==> src/rtl/factor_candidate_dispatcher_if.sv <==
// Tester-side bus of the trial-factoring dispatcher.
// Master issues start/p/d; slave answers finished/divides.
interface factor_candidate_dispatcher_if #(
  parameter int BITWIDTH = 32
) ();
  logic                test_start;
  logic [BITWIDTH-1:0] test_p;
  logic [BITWIDTH-1:0] test_d;
  logic                test_finished;
  logic                test_divides;

  modport master (
    output test_start, test_p, test_d,
    input  test_finished, test_divides
  );

  modport slave (
    input  test_start, test_p, test_d,
    output test_finished, test_divides
  );
endinterface

==> src/rtl/factor_candidate_dispatcher.sv <==
// Generates d = 2kp+1 candidates, sieves them and drives one tester.
// Optional mod-3 sieve: define SIEVE_MOD3_EN.
module factor_candidate_dispatcher #(
  parameter int BITWIDTH = 32,
  parameter int KWIDTH   = 16
) (
  input  logic                sys_clk,
  input  logic                sys_rst,
  input  logic                cmd_valid,
  output logic                cmd_ready,
  input  logic [BITWIDTH-1:0] cmd_p,
  input  logic [KWIDTH-1:0]   cmd_k_max,
  factor_candidate_dispatcher_if.master tst,
  output logic                result_valid,
  input  logic                result_ready,
  output logic                result_found,
  output logic                result_overflow,
  output logic [BITWIDTH-1:0] result_d,
  output logic [KWIDTH-1:0]   result_k,
  output logic [KWIDTH-1:0]   tested_count,
  output logic                busy
);

  typedef enum logic [2:0] {
    S_IDLE, S_STEP, S_ISSUE,
    S_WAIT_ACK, S_WAIT_DONE, S_REPORT
  } state_t;

  state_t state, nxt;

  logic [BITWIDTH-1:0] p_q, d_q, step_q, res_d_q;
  logic [KWIDTH-1:0]   k_q, kmax_q, res_k_q, tested_q;
  logic                found_q, ovf_q;
  logic [1:0]          ack_cnt;

  logic              accept, degen, wide;
  logic [BITWIDTH:0] sum;
  logic              carry, last_k, stop;
  logic              sieve_hit, done_cyc, advance;

  assign accept = cmd_valid && cmd_ready;
  assign degen  = (cmd_p < BITWIDTH'(2)) || (cmd_k_max == '0);
  assign wide   = cmd_p[BITWIDTH-1];
  // Carry out of the widened add flags d leaving the data path.
  assign sum    = {1'b0, d_q} + {1'b0, step_q};
  assign carry  = sum[BITWIDTH];
  assign last_k = (k_q == kmax_q);
  assign stop   = last_k || carry;

`ifdef SIEVE_MOD3_EN
  logic [1:0] r3_q, s3_q, pm3;

  function automatic logic [1:0] mod3(input logic [BITWIDTH-1:0] v);
    logic [1:0] r;
    logic [2:0] t;
    r = 2'd0;
    for (int i = BITWIDTH - 1; i >= 0; i--) begin
      t = {r, 1'b0} + {2'b00, v[i]};
      r = (t >= 3'd3) ? 2'(t - 3'd3) : t[1:0];
    end
    return r;
  endfunction

  function automatic logic [1:0] add3(input logic [1:0] a, input logic [1:0] b);
    logic [2:0] s;
    s = {1'b0, a} + {1'b0, b};
    return (s >= 3'd3) ? 2'(s - 3'd3) : s[1:0];
  endfunction

  assign pm3 = mod3(cmd_p);
  assign sieve_hit = ((d_q[2:0] == 3'b001) || (d_q[2:0] == 3'b111))
                   && (r3_q != 2'd0);
`else
  assign sieve_hit = (d_q[2:0] == 3'b001) || (d_q[2:0] == 3'b111);
`endif

  assign done_cyc = (state == S_WAIT_DONE) && tst.test_finished;
  assign advance  = ((state == S_STEP) && !sieve_hit)
                 || (done_cyc && !tst.test_divides);

  always_ff @(posedge sys_clk or posedge sys_rst) begin
    if (sys_rst) state <= S_IDLE;
    else         state <= nxt;
  end

  always_comb begin
    nxt = state;
    unique case (state)
      S_IDLE:
        if (accept) nxt = (degen || wide) ? S_REPORT : S_STEP;
      S_STEP:
        if (sieve_hit) nxt = S_ISSUE;
        else if (stop) nxt = S_REPORT;
      S_ISSUE:
        nxt = S_WAIT_ACK;
      S_WAIT_ACK:
        if (!tst.test_finished)   nxt = S_WAIT_DONE;
        else if (ack_cnt == 2'd3) nxt = S_ISSUE;
      S_WAIT_DONE:
        if (tst.test_finished)
          nxt = (tst.test_divides || stop) ? S_REPORT : S_STEP;
      S_REPORT:
        if (result_ready) nxt = S_IDLE;
      default:
        nxt = S_IDLE;
    endcase
  end

  always_comb begin
    cmd_ready      = 1'b0;
    busy           = 1'b1;
    tst.test_start = 1'b0;
    result_valid   = 1'b0;
    unique case (state)
      S_IDLE:   begin cmd_ready = 1'b1; busy = 1'b0; end
      S_ISSUE:  tst.test_start = 1'b1;
      S_REPORT: result_valid = 1'b1;
      default:  ;
    endcase
  end

  always_ff @(posedge sys_clk or posedge sys_rst) begin
    if (sys_rst) begin
      p_q      <= '0;
      d_q      <= '0;
      step_q   <= '0;
      k_q      <= '0;
      kmax_q   <= '0;
      res_d_q  <= '0;
      res_k_q  <= '0;
      tested_q <= '0;
      found_q  <= 1'b0;
      ovf_q    <= 1'b0;
      ack_cnt  <= '0;
    end else begin
      if (accept) begin
        p_q      <= cmd_p;
        kmax_q   <= cmd_k_max;
        k_q      <= KWIDTH'(1);
        d_q      <= {cmd_p[BITWIDTH-2:0], 1'b1};
        step_q   <= {cmd_p[BITWIDTH-2:0], 1'b0};
        tested_q <= '0;
        found_q  <= 1'b0;
        ovf_q    <= wide && !degen;
        res_d_q  <= '0;
        res_k_q  <= '0;
      end
      if (state == S_ISSUE)         ack_cnt <= '0;
      else if (state == S_WAIT_ACK) ack_cnt <= ack_cnt + 2'd1;
      if (done_cyc) begin
        tested_q <= tested_q + KWIDTH'(1);
        if (tst.test_divides) begin
          found_q <= 1'b1;
          res_d_q <= d_q;
          res_k_q <= k_q;
        end
      end
      if (advance) begin
        if (last_k) begin
          res_k_q <= k_q;
        end else if (carry) begin
          ovf_q   <= 1'b1;
          res_k_q <= k_q;
        end else begin
          k_q <= k_q + KWIDTH'(1);
          d_q <= sum[BITWIDTH-1:0];
        end
      end
    end
  end

`ifdef SIEVE_MOD3_EN
  // r3 tracks d mod 3; s3 is the per-step increment 2p mod 3.
  always_ff @(posedge sys_clk or posedge sys_rst) begin
    if (sys_rst) begin
      r3_q <= '0;
      s3_q <= '0;
    end else if (accept) begin
      r3_q <= add3(add3(pm3, pm3), 2'd1);
      s3_q <= add3(pm3, pm3);
    end else if (advance && !stop) begin
      r3_q <= add3(r3_q, s3_q);
    end
  end
`endif

  assign tst.test_p      = p_q;
  assign tst.test_d      = d_q;
  assign result_found    = found_q;
  assign result_overflow = ovf_q;
  assign result_d        = res_d_q;
  assign result_k        = res_k_q;
  assign tested_count    = tested_q;

endmodule

==> src/flat_wrapper.sv <==
// flat-port wrapper written by rule: the top's interface ports become plain ports
module factor_candidate_dispatcher_flat 
#(
  parameter int BITWIDTH = 32,
  parameter int KWIDTH   = 16
)
  (sys_clk, sys_rst, cmd_valid, cmd_ready, cmd_p, cmd_k_max, result_valid, result_ready, result_found, result_overflow, result_d, result_k, tested_count, busy, tst_test_start, tst_test_p, tst_test_d, tst_test_finished, tst_test_divides);
  factor_candidate_dispatcher_if #(.BITWIDTH(BITWIDTH)) tst_i ();
  input  logic sys_clk;
  input  logic sys_rst;
  input  logic cmd_valid;
  output logic cmd_ready;
  input  logic [BITWIDTH-1:0] cmd_p;
  input  logic [KWIDTH-1:0] cmd_k_max;
  output logic result_valid;
  input  logic result_ready;
  output logic result_found;
  output logic result_overflow;
  output logic [BITWIDTH-1:0] result_d;
  output logic [KWIDTH-1:0] result_k;
  output logic [KWIDTH-1:0] tested_count;
  output logic busy;
  output wire logic [$bits(tst_i.test_start)-1:0] tst_test_start;
  output wire logic [$bits(tst_i.test_p)-1:0] tst_test_p;
  output wire logic [$bits(tst_i.test_d)-1:0] tst_test_d;
  input wire logic [$bits(tst_i.test_finished)-1:0] tst_test_finished;
  input wire logic [$bits(tst_i.test_divides)-1:0] tst_test_divides;
  assign tst_test_start = tst_i.test_start;
  assign tst_test_p = tst_i.test_p;
  assign tst_test_d = tst_i.test_d;
  assign tst_i.test_finished = tst_test_finished;
  assign tst_i.test_divides = tst_test_divides;
  factor_candidate_dispatcher #(.BITWIDTH(BITWIDTH), .KWIDTH(KWIDTH)) u_core (.sys_clk(sys_clk), .sys_rst(sys_rst), .cmd_valid(cmd_valid), .cmd_ready(cmd_ready), .cmd_p(cmd_p), .cmd_k_max(cmd_k_max), .tst(tst_i), .result_valid(result_valid), .result_ready(result_ready), .result_found(result_found), .result_overflow(result_overflow), .result_d(result_d), .result_k(result_k), .tested_count(tested_count), .busy(busy));
endmodule
==> config.mk <==
export PLATFORM = sky130hd
export DESIGN_NAME = factor_candidate_dispatcher_flat
export DESIGN_NICKNAME = d
export VERILOG_FILES = /design/src/rtl/factor_candidate_dispatcher_if.sv /design/src/rtl/factor_candidate_dispatcher.sv /design/src/flat_wrapper.sv
export SDC_FILE = /design/constraint.sdc
export NUM_CORES = 1
export LEC_CHECK = 0
export BUFFER_PORTS_ARGS = -buffer_cell sky130_fd_sc_hd__buf_2
export CORE_MARGIN = 5
export CORE_UTILIZATION = 40
export CTS_CLUSTER_SIZE = 16
export DETAILED_ROUTE_END_ITERATION = 8
export GPL_ROUTABILITY_DRIVEN = 0
export PLACE_DENSITY = 0.59
export SETUP_SLACK_MARGIN = 0.4
export SLEW_MARGIN = 25
export SYNTH_ARGS = -nofsm -noshare
export SYNTH_HDL_FRONTEND = slang
export SYNTH_SLANG_ARGS = --single-unit
export TNS_END_PERCENT = 1
==> constraint.sdc <==
create_clock -name sys_clk -period 11.8 [get_ports sys_clk]
set_input_delay 1.18 -clock sys_clk [delete_from_list [all_inputs] [get_ports sys_clk]]
set_output_delay 1.18 -clock sys_clk [all_outputs]
set_load 0.02 [all_outputs]
==> results.md, run 1 <==
* Synth Cell Area at 8960 µm²
* Area of the core at 22000 µm²
* Worst-case clock skew at 0.00896 ns
* Crit path capture type: register
* Antenna violations before repair at 0
* Vias in the first global route at 7740
* Yosys warns at 0
* WL final at 25500 µm
* HP Class: register to register
* Largest net degree at the start of global routing at 101
* Worst Hold Depth at 1
* First-pass GRT wire length at 41700 µm
* Crit-path cells: buf_2 -> nand4bb_1 -> nor2_1 -> nor2_2 -> nor2_4 -> o2111ai_4 -> nand2_1 -> nand3_1 -> mux2i_1
* DRT Pass-1 Iters at 5
* Initial DRC count at 482
* Clock power frac at 0.160
* Post-Syn Nets at 1067
* RSZ-0062 raised after global routing: no
* Yosys reg bits at 167
* Cell count after synthesis at 978
* Post-DP HPWL at 18300 µm
* Postcts setup bufs at 0
* Int Pwr at 0.00185 W
* Root Driver: clkbuf_16
* Most used DFF post-synth: dfrtp_1
* Ranking of synthesized cells by area: dfrtp_1 47%, nand2_1 10%, ha_1 4.7%
* CTS-repair resized insts at 0
* PwrDens at 323 nW/µm²
* CP Class: input pin to register
* Boundary Pins at 188
* Post-route DRC at 0
* Max Fclk at 0.295 GHz
* # port buffers at 187
* Setup_tns at 0 ns
* Yosys top cell area share at 0.467
* Antenna diode count at 0
* Post-synthesis sequential area ratio at 0.467
* Status: finished clean
* VDD IR max at 0.138 mV
* Fin crit share at 0.287
* CTS Hold Bufs at 0
* Vias/cell at 5.34
* Total power draw at 0.00346 W
* Worst EP required at 12.10 ns
* CP max FO at 22
* Post-synth EDFFs at 0
* Clock-pin transition on the worst setup and hold timing paths at 0.06 ns
* H-tree depth at 4
* Comb pwr share at 0.557
* GR Overflow Total at 0
* Area grow syn2layout at 19.7%
* Cell taking the most area after synthesis: dfrtp_1
* Drt wl/cell at 17.7 µm
* Skew-Pair Late Insertion Delay at 0.43 ns
* Die Y at 160 µm
* Net Switching at 0.00161 W
* Final setup violation count at 0
* CTS sink count at 167
* Slew @ Worst Pin at 0.983 ns
* Fin. Hold Viols at 0
* Sw Share at 0.466
* Slew margin rel. at 0.343
* Post-synth ARST share at 1.00
* CTS tree: yes
* Final ANT Viol Nets at 0
* Layout cells sized above 1 at 0.208
* Crit path DAT at 3.69 ns
* Bufs on Longest Clock Path at 2
* Worst-case reg-to-reg path depth at 9
* Die area at 25500 µm²
* Syn Area/Cell at 9.16 µm²
* Distinct cells, synth at 63
* Cts bufs inserted at 17
* Leakage at 5.34 nW
* Slew Viols, Final at 0
* Min cycle time layout at 3.39 ns
* Gr usage total at 0.201
* Die X at 160 µm
* DR vias at 7667
* Row cnt at 54
* Slowest stage cell, crit path: nand2_1
* Initial Utilization at 0.408
* Max Cap Viol at 0
* Worst Setup Start Kind: input pin
* CP peak stage delay at 0.79 ns
* Nets at 1237
* Register share of total power at 0.283
[cell type report]
type | instances | area, µm²
fillers | 2126 | 11200
multi-input cells | 734 | 4480
flip-flops and latches | 167 | 4180
repair buffers | 194 | 1010
clock buffers | 18 | 429
well taps | 280 | 350
clock inverters | 10 | 134
inverters | 34 | 133
[state kept, by name, summed over array words and instances, names as in the netlist]
name and cells:
u_core.result_d 32, u_core.tst.test_d 32, u_core.tst.test_p 32, u_core.k_q 16, u_core.kmax_q 16, u_core.result_k 16, u_core.tested_count 16, u_core.state 3
u_core.ack_cnt 2, u_core.result_found 1, u_core.result_overflow 1
[worst paths after layout]
kind / end / startpoint / slack (ns)
min in group asynchronous: u_core.tested_count[5]$_DFFE_PP0P_ / sys_rst / 0.74
hold reg to reg: u_core.result_found$_DFF_PP0_ / u_core.result_found$_DFF_PP0_ / 0.48
max in group asynchronous: u_core.tst.test_d[20]$_DFF_PP0_ / sys_rst / 9.85
hold / removal: u_core.result_found$_DFF_PP0_ / u_core.result_found$_DFF_PP0_ / 0.48
setup / recovery: u_core.k_q[11]$_DFF_PP0_ / tst_test_finished / 8.41
setup reg to reg: u_core.k_q[11]$_DFF_PP0_ / u_core.tst.test_d[17]$_DFF_PP0_ / 8.47
[cell usage in the layout (no fill, tap or decap), drive strengths merged, types with 32 or more instances in the layout]
cell / netlist / routed
a22o: 32 / 32
xnor2: 32 / 32
dfrtp: 167 / 167
a21oi: 49 / 49
nand3: 32 / 32
ha: 34 / 34
buf: 11 / 194
nand2: 240 / 240
inv: 34 / 34
nor2: 49 / 49
o21ai: 39 / 39
[power groups by stage]
stage / sequential (W) / combinational [W] / clock, W
6_report: 0.000979 / 0.00193 / 0.000553
5_1_grt: 0.00101 / 0.00215 / 0.000590
4_1_cts: 0.000981 / 0.00194 / 0.000568
3_5_place_dp: 0.000987 / 0.00192 / 0
3_3_place_gp: 0.000986 / 0.00191 / 0
2_1_floorplan: 0.00112 / 0.00128 / 0
[cells by family (layout without fill, tap and decap cells)]
logic type                 after synthesis  count (layout)  synth area share
AOI/OAI and AO/OA                      216             216             0.170
buffers and inverters                   77             256            0.0346
and+or+nand+nor                        412             412             0.206
xor gates and xnor gates                46              46            0.0450
DFF                                    167             167             0.467
adders and majority gates               35              35            0.0497
muxes                                   25              25            0.0279
[critical path, delay by kind of cell]
kind / cells / cell delay [ns]
multiplexers: 1 / 0.17
buffers and inverters: 1 / 0.11
AO/OA/AOI/OAI: 1 / 0.18
AND/OR/NAND/NOR: 6 / 2.05
[per-stage QoR]
step           cells  setup slack (ns)   util  cell area [µm²]  hold slack (ns)
2_1_floorplan    978              6.10      -             8960            0.454
3_3_place_gp    1408              8.06  0.461            10100            0.463
3_5_place_dp    1408              8.00  0.461            10100            0.465
4_1_cts         1436              8.32  0.487            10700            0.481
5_1_grt         1437              8.16  0.488            10700            0.502
6_report        1437              8.41  0.488            10700            0.480
[layer usage]
layer  part of all wire  wire, µm  global-route usage  up-vias
met3              0.053      1360              0.0472       23
li1                   -         -                   -     3785
met2               0.46     11800               0.318      175
met1               0.47     12000               0.281     3684
met5                  0         0                   0        -
met4              0.013       339              0.0458        0
[cell usage after synthesis (all sizes together) (7+ instances only)]
cell,instances
nor2,49
o21ai,39
mux2i,25
nand2,240
xor2,14
nor4,13
and3,21
a211oi,7
dfrtp,167
a31oi,24
clkbuf,32
nand2b,8
a22o,32
o21a,12
inv,34
buf,11
a21oi,49
nand4,12
a21o,11
nand3,32
xnor2,32
nor3,10
ha,34
Power figures use the tool's default switching activity.
==> run 2: changes to the inputs <==
--- a/config.mk
+++ b/config.mk
@@ -5,13 +5,14 @@
 export SDC_FILE = /design/constraint.sdc
 export NUM_CORES = 1
 export LEC_CHECK = 0
+export ABC_AREA = 1
 export BUFFER_PORTS_ARGS = -buffer_cell sky130_fd_sc_hd__buf_2
 export CORE_MARGIN = 5
 export CORE_UTILIZATION = 40
 export CTS_CLUSTER_SIZE = 16
 export DETAILED_ROUTE_END_ITERATION = 8
 export GPL_ROUTABILITY_DRIVEN = 0
-export PLACE_DENSITY = 0.59
+export PLACE_DENSITY = 0.61
 export SETUP_SLACK_MARGIN = 0.4
 export SLEW_MARGIN = 25
 export SYNTH_ARGS = -nofsm -noshare
==> constraint.sdc (replaced) <==
create_clock -name sys_clk -period 2.73 [get_ports sys_clk]
set_input_delay 0.273 -clock sys_clk [delete_from_list [all_inputs] [get_ports sys_clk]]
set_output_delay 0.273 -clock sys_clk [all_outputs]
set_load 0.02 [all_outputs]
==> run 2 against run 1 <==
Net effect: hold slack worse by 0.43 ns; combinational power rose to 4.7 times the previous value; synthesized cell count up 37%; critical endpoint is now u_core.result_k[7]$_DFF_PP0_.
==> results.md, run 2 <==
* Status: finished clean
* Row cnt at 57
* Worst-case clock skew at 0.0161 ns
* Commonest non-fill, non-tap cells in the layout: 412 x nand2_1, 187 x buf_2, 166 x dfrtp_1
* Max Cap Viol at 0
* PwrDens at 1310 nW/µm²
* Total power draw at 0.0158 W
* First-pass GRT wire length at 48800 µm
* Slew @ Worst Pin at 0.692 ns
* Root Driver: clkbuf_16
* Yosys warns at 0
* # port buffers at 187
* CP peak stage delay at 0.42 ns
* Sw Share at 0.496
* Most used DFF post-synth: dfrtp_1
* Final worst slack at 0.437 ns
* Die Y at 166 µm
* DR vias at 9349
* WL final at 31000 µm
* Largest net degree at the start of global routing at 86
* HP Start: cmd_k_max[4]
* Post-DP HPWL at 23100 µm
* Vias in the first global route at 9018
* Die X at 166 µm
* Slew margin rel. at 0.534
* CP max FO at 8
* Comb pwr share at 0.575
* Vias/cell at 5.02
* Worst Setup Start Kind: register
* Bufs on Longest Clock Path at 2
* Antenna violations before repair at 0
* Cts bufs inserted at 17
* VDD IR max at 0.729 mV
* Ranking of synthesized cells by area: dfrtp_1 43%, nand2_1 16%, o21ai_0 6.3%
* Most common cell after layout, fill and taps aside: nand2_1
* Worst-case reg-to-reg path depth at 10
* Cell count after synthesis at 1335
* Final ANT Viol Nets at 0
* CP delay by family, top: simple AND/OR/NAND/NOR gates
* Slowest stage cell, crit path: dfrtp_1
* Crit path capture type: register
* Clock power frac at 0.160
* Syn Area/Cell at 7.30 µm²
* Setup WS pre-CTS at 0.172 ns
* Yosys reg bits at 167
* CP Class: register to register
* Die area at 27600 µm²
* Area grow syn2layout at 23.9%
* Non-Filler Instances at 1863
* Fin. Hold Viols at 0
* Slew Viols, Final at 0
* Post-synth EDFFs at 0
* Post-Syn Nets at 1424
* Post-layout util at 0.500
* DRT Pass-1 Iters at 7
* WP depth at 10
* Initial Utilization at 0.403
* RSZ-0062 raised after global routing: yes
* Int Pwr at 0.00794 W
* Register share of total power at 0.266
* Worst EP required at 3.09 ns
* Net Switching at 0.00783 W
* Min cycle time layout at 2.29 ns
* Post-synthesis sequential area ratio at 0.429
* Drt wl/cell at 16.6 µm
* Skew-Pair Late Insertion Delay at 0.44 ns
* Worst Hold Depth at 3
* Most used cell, CP: nand2_1
* CTS sink count at 167
* HP Class: input pin to register
* Crit-path cells: ha_1 -> nand2_1 -> nor2_2 -> nand2_1 -> nand2_1 -> a21oi_4 -> nand3_1 -> nand2_2 -> nand2_2 -> o21ai_0
* Final setup violation count at 0
* Nets at 1615
* Area of the core at 24200 µm²
* Distinct cells, synth at 43
* Yosys top cell area share at 0.429
* Placed Cells at 1817
* Max Fclk at 0.436 GHz
* Cell taking the most area after synthesis: dfrtp_1
* Fin crit share at 0.840
* Boundary Pins at 188
* CP Launch Point: u_core.tst.test_d[20]$_DFF_PP0_
* Synth Cell Area at 9750 µm²
* Setup_tns at 0 ns
* Count leader, synth: nand2_1
* Antenna diode count at 0
* Initial DRC count at 740
* Crit path DAT at 2.66 ns
* Clock-pin transition on the worst setup and hold timing paths at 0.08 ns
* Post-synth ARST share at 1.00
* Leakage at 6.32 nW
* Layout cells sized above 1 at 0.209
* Buf/Inv on CP at 0
* Gr usage total at 0.217
* CTS tree: yes
* H-tree depth at 4
* FF-to-FF Start: u_core.tst.test_d[20]$_DFF_PP0_
* Post-route DRC at 0
* Top post-synthesis cells by count: 418 x nand2_1, 167 x dfrtp_1, 144 x inv_1
* GR Overflow Total at 0
run 2: per-layer routing:
metal | vias up | global-route usage | wire (µm)
met5 | - | 0 | 0
met4 | 0 | 0.0674 | 727
met3 | 46 | 0.0443 | 1680
met2 | 274 | 0.343 | 13900
met1 | 4346 | 0.301 | 14700
li1 | 4683 | - | -
run 2: logic make-up (layout without fill, tap and decap cells):
kind of cell,Yosys count,after routing,synth area share
XOR/XNOR,32,32,0.0287
AO/OA/AOI/OAI,221,221,0.121
flip-flops,167,167,0.429
buffers and inverters,196,398,0.0831
AND/OR/NAND/NOR,683,685,0.292
adder cells (fa/ha/maj),35,35,0.0457
multiplexers,1,1,0.00103
run 2: layout make-up:
| cell class | count | area [µm²] |
|---|---|---|
| Fill cell | 2451 | 12100 |
| Tap cell | 324 | 405 |
| Inverter | 151 | 577 |
| Timing Repair Buffer | 215 | 1250 |
| Clock inverter | 15 | 186 |
| Clock buffer | 17 | 425 |
| Multi-Input combinational cell | 974 | 5050 |
| Sequential cell | 167 | 4180 |
run 2: power groups by stage:
stage / clock [W] / sequential, W / combinational [W]
finish: 0.00252 / 0.00419 / 0.00906
global route: 0.00267 / 0.00431 / 0.0101
CTS: 0.00255 / 0.00412 / 0.00855
detailed placement: 0 / 0.00414 / 0.00834
global placement: 0 / 0.00412 / 0.00830
floorplan: 0 / 0.00480 / 0.00517
run 2: what timing repair did:
| action | 4_1_cts | 5_1_grt |
|---|---|---|
| pin swaps | 1 | 6 |
| hold buffers | 1 | 0 |
| hold endpoints to repair | 20 | 0 |
| setup endpoints to repair | 59 | 77 |
| setup buffers | 2 | 8 |
| gates resized for setup | 16 | 47 |
| cloned | 0 | 3 |
run 2: path summary, 6_finish.rpt:
check / to / slack [ns]
max: u_core.result_k[7]$_DFF_PP0_ / 0.44
min in group asynchronous: u_core.result_d[11]$_DFF_PP0_ / 0.43
max in group asynchronous: u_core.k_q[13]$_DFF_PP0_ / 1.46
min reg2reg: u_core.result_found$_DFF_PP0_ / 0.49
min: u_core.kmax_q[4]$_DFFE_PP0P_ / 0.05
max reg2reg: u_core.result_k[7]$_DFF_PP0_ / 0.44
run 2: stage by stage:
stage	hold WS, ns	instance area (µm²)
3_5_place_dp	0.347	11000
3_3_place_gp	0.349	11000
5_1_grt	0.0628	12100
6_report	0.0528	12100
2_1_floorplan	0.390	9760
4_1_cts	0.0388	11700
run 2: worst min-delay path: cells and delay by family:
family,cells,cell delay (ns)
and+or+nand+nor,2,0.10
buffers and inverters,1,0.09
==> run 3: changes to the inputs <==
--- a/config.mk
+++ b/config.mk
@@ -5,14 +5,14 @@
 export SDC_FILE = /design/constraint.sdc
 export NUM_CORES = 1
 export LEC_CHECK = 0
-export ABC_AREA = 1
+export ABC_AREA = 0
 export BUFFER_PORTS_ARGS = -buffer_cell sky130_fd_sc_hd__buf_2
 export CORE_MARGIN = 5
 export CORE_UTILIZATION = 40
 export CTS_CLUSTER_SIZE = 16
 export DETAILED_ROUTE_END_ITERATION = 8
 export GPL_ROUTABILITY_DRIVEN = 0
-export PLACE_DENSITY = 0.61
+export PLACE_DENSITY = 0.59
 export SETUP_SLACK_MARGIN = 0.4
 export SLEW_MARGIN = 25
 export SYNTH_ARGS = -nofsm -noshare
==> constraint.sdc (replaced) <==
create_clock -name sys_clk -period 2.2 [get_ports sys_clk]
set_input_delay 0.22 -clock sys_clk [delete_from_list [all_inputs] [get_ports sys_clk]]
set_output_delay 0.22 -clock sys_clk [all_outputs]
set_load 0.02 [all_outputs]
==> run 3 against run 2 <==
Net effect: the run now ends with setup timing left; maximum frequency decreased by 16%; largest power group unchanged; total power rose by 51%; first-iteration DRC count down 35%; critical path type unchanged.
==> results.md, run 3 (synthesis results as in run 1) <==
* Sequential Area at 4200 µm²
* Post-DP HPWL at 20800 µm
* Cts bufs inserted at 17
* Most used cell, CP: buf_6
* Fin crit share at 1.24
* Post-layout util at 0.600
* First-pass GRT wire length at 46400 µm
* Design area at 13200 µm²
* Worst-case clock skew at 0.0103 ns
* Bufs on Longest Clock Path at 2
* WL final at 28600 µm
* Die area at 25500 µm²
* Comb pwr share at 0.665
* Footprint of the multi-input gates at 5040 µm²
* Post-route DRC at 0
* Area of the core at 22000 µm²
* Area grow syn2layout at 47.1%
* H-tree depth at 4
* Nets at 1456
* Status: complete, but fails checks
* Min cycle time layout at 2.72 ns
* Final ANT Viol Nets at 0
* Setup_tns at -25.18 ns
* CP max FO at 8
* Initial Utilization at 0.408
* # port buffers at 187
* Post-Place Cell Area at 11900 µm²
* Crit-path cells: ha_4 -> a21o_1 -> a21oi_2 -> a31o_2 -> o211a_4 -> buf_6 -> o2111ai_4 -> buf_6 -> a2111oi_4 -> buf_4 -> xnor2_1 -> nor2_1
* Commonest non-fill, non-tap cells in the layout: 238 x nand2_1, 187 x buf_4, 184 x buf_2
* Fillers at 1858
* DR vias at 8579
* Leakage at 6.51 nW
* Layout cells sized above 1 at 0.395
* Register share of total power at 0.210
* Die X at 160 µm
* Slowest stage cell, crit path: dfrtp_2
* Buf/Inv on CP at 3
* Root Driver: clkbuf_16
* Skew-Pair Late Insertion Delay at 0.44 ns
* CTS sink count at 167
* Int Pwr at 0.0133 W
* Gr usage total at 0.224
* Initial DRC count at 479
* Vias in the first global route at 8877
* Largest net degree at the start of global routing at 36
* Fin. Hold Viols at 0
* Violated checks: setup timing
* Clock-pin transition on the worst setup and hold timing paths at 0.08 ns
* Final setup violation count at 64
* CP peak stage delay at 0.43 ns
* Slew Viols, Final at 0
* PwrDens at 1810 nW/µm²
* Worst EP required at 2.53 ns
* Worst hold slack at 0.0135 ns
* Net Switching at 0.0106 W
* Antenna violations before repair at 0
* CP delay by family, top: compound AO/OA/AOI/OAI gates
* CP Class: register to register
* Vias/cell at 5.17
* Max Fclk at 0.368 GHz
* Slew @ Worst Pin at 0.970 ns
* Final worst slack at -0.519 ns
* Sw Share at 0.443
* DRT Pass-1 Iters at 5
* VDD IR max at 0.787 mV
* Drt wl/cell at 17.2 µm
* RSZ-0062 raised after global routing: yes
* Row cnt at 54
* Worst Setup Start Kind: register
* Antenna diode count at 0
* Crit path capture type: register
* GR Overflow Total at 0
* Most common cell after layout, fill and taps aside: nand2_1
* Max Cap Viol at 0
* Boundary Pins at 188
* HP Class: input pin to register
* Slew margin rel. at 0.352
* CTS tree: yes
* Die Y at 160 µm
* Crit path DAT at 3.05 ns
* Clock power frac at 0.125
## run 3: cell types whose count changed in the layout (fill, tap and decap cells not counted), sizes merged, moves of 21 or more
cell   before  now
o21ai     149   39
nor2      115   49
and3        0   21
inv       155   41
a22o        1   32
buf       213  400
nand3      95   32
a31oi       2   24
nand2     434  240
mux2i       1   25
## run 3: final cells by class
class,count,share of cell area
well taps,280,0.0266
flip-flops and latches,167,0.319
repair buffers,410,0.219
clock buffers,17,0.0323
inverters,34,0.00997
clock inverters,15,0.0115
multi-input cells,737,0.382
## run 3: per-stage QoR
stage               power, W  instances  setup slack [ns]
floorplan             0.0133        978            -0.395
global placement      0.0190       1602            -0.689
detailed placement    0.0192       1602            -0.650
CTS                   0.0233       1652            -0.463
global route          0.0255       1660            -0.628
finish                0.0238       1660            -0.519
## run 3: final timing paths
path / startpoint / end / slack (ns) / cells past startpoint
worst max-delay path: u_core.tst.test_p[4]$_DFFE_PP0P_ / u_core.k_q[9]$_DFF_PP0_ / -0.52 / 12
worst min-delay path: cmd_k_max[4] / u_core.kmax_q[4]$_DFFE_PP0P_ / 0.01 / 3
worst max register to register: u_core.tst.test_p[4]$_DFFE_PP0P_ / u_core.k_q[9]$_DFF_PP0_ / -0.52 / 12
worst min register to register: u_core.tst.test_p[31]$_DFFE_PP0P_ / u_core.tst.test_p[31]$_DFFE_PP0P_ / 0.48 / 2
max in group asynchronous: sys_rst / u_core.tst.test_d[30]$_DFF_PP0_ / 1.02 / 5
min in group asynchronous: sys_rst / u_core.result_d[4]$_DFF_PP0_ / 0.41 / 3
## run 3: worst reg2reg max path: cells and delay by family, from the launching register on
family,cells,cell delay [ns]
flops,1,0.43
compound gates,6,1.31
simple gates,1,0.06
buf+inv,3,0.46
fa+ha+maj,1,0.26
xor+xnor,1,0.10
## run 3: power by group through the flow
stage          registers [W]  logic, W  clock network (W)
2_1_floorplan        0.00614   0.00718                  0
3_3_place_gp         0.00499    0.0140                  0
3_5_place_dp         0.00502    0.0141                  0
4_1_cts              0.00500    0.0153            0.00304
5_1_grt              0.00515    0.0172            0.00317
6_report             0.00500    0.0159            0.00298
## run 3: repair_timing
item / in CTS / in global routing
setup buffers: 4 / 8
hold buffers: 10 / 0
pin swaps: 31 / 54
cloned: 4 / 0
endpoints found under the hold margin: 31 / 0
gates resized for setup: 53 / 45
setup endpoints to repair: 112 / 119
## run 3: per-layer routing
layer,up-vias,routed length [µm],global-route usage
li1,4222,-,-
met2,223,13500,0.370
met3,46,1220,0.0407
met5,-,0,0
met1,4088,13100,0.302
met4,0,740,0.0722
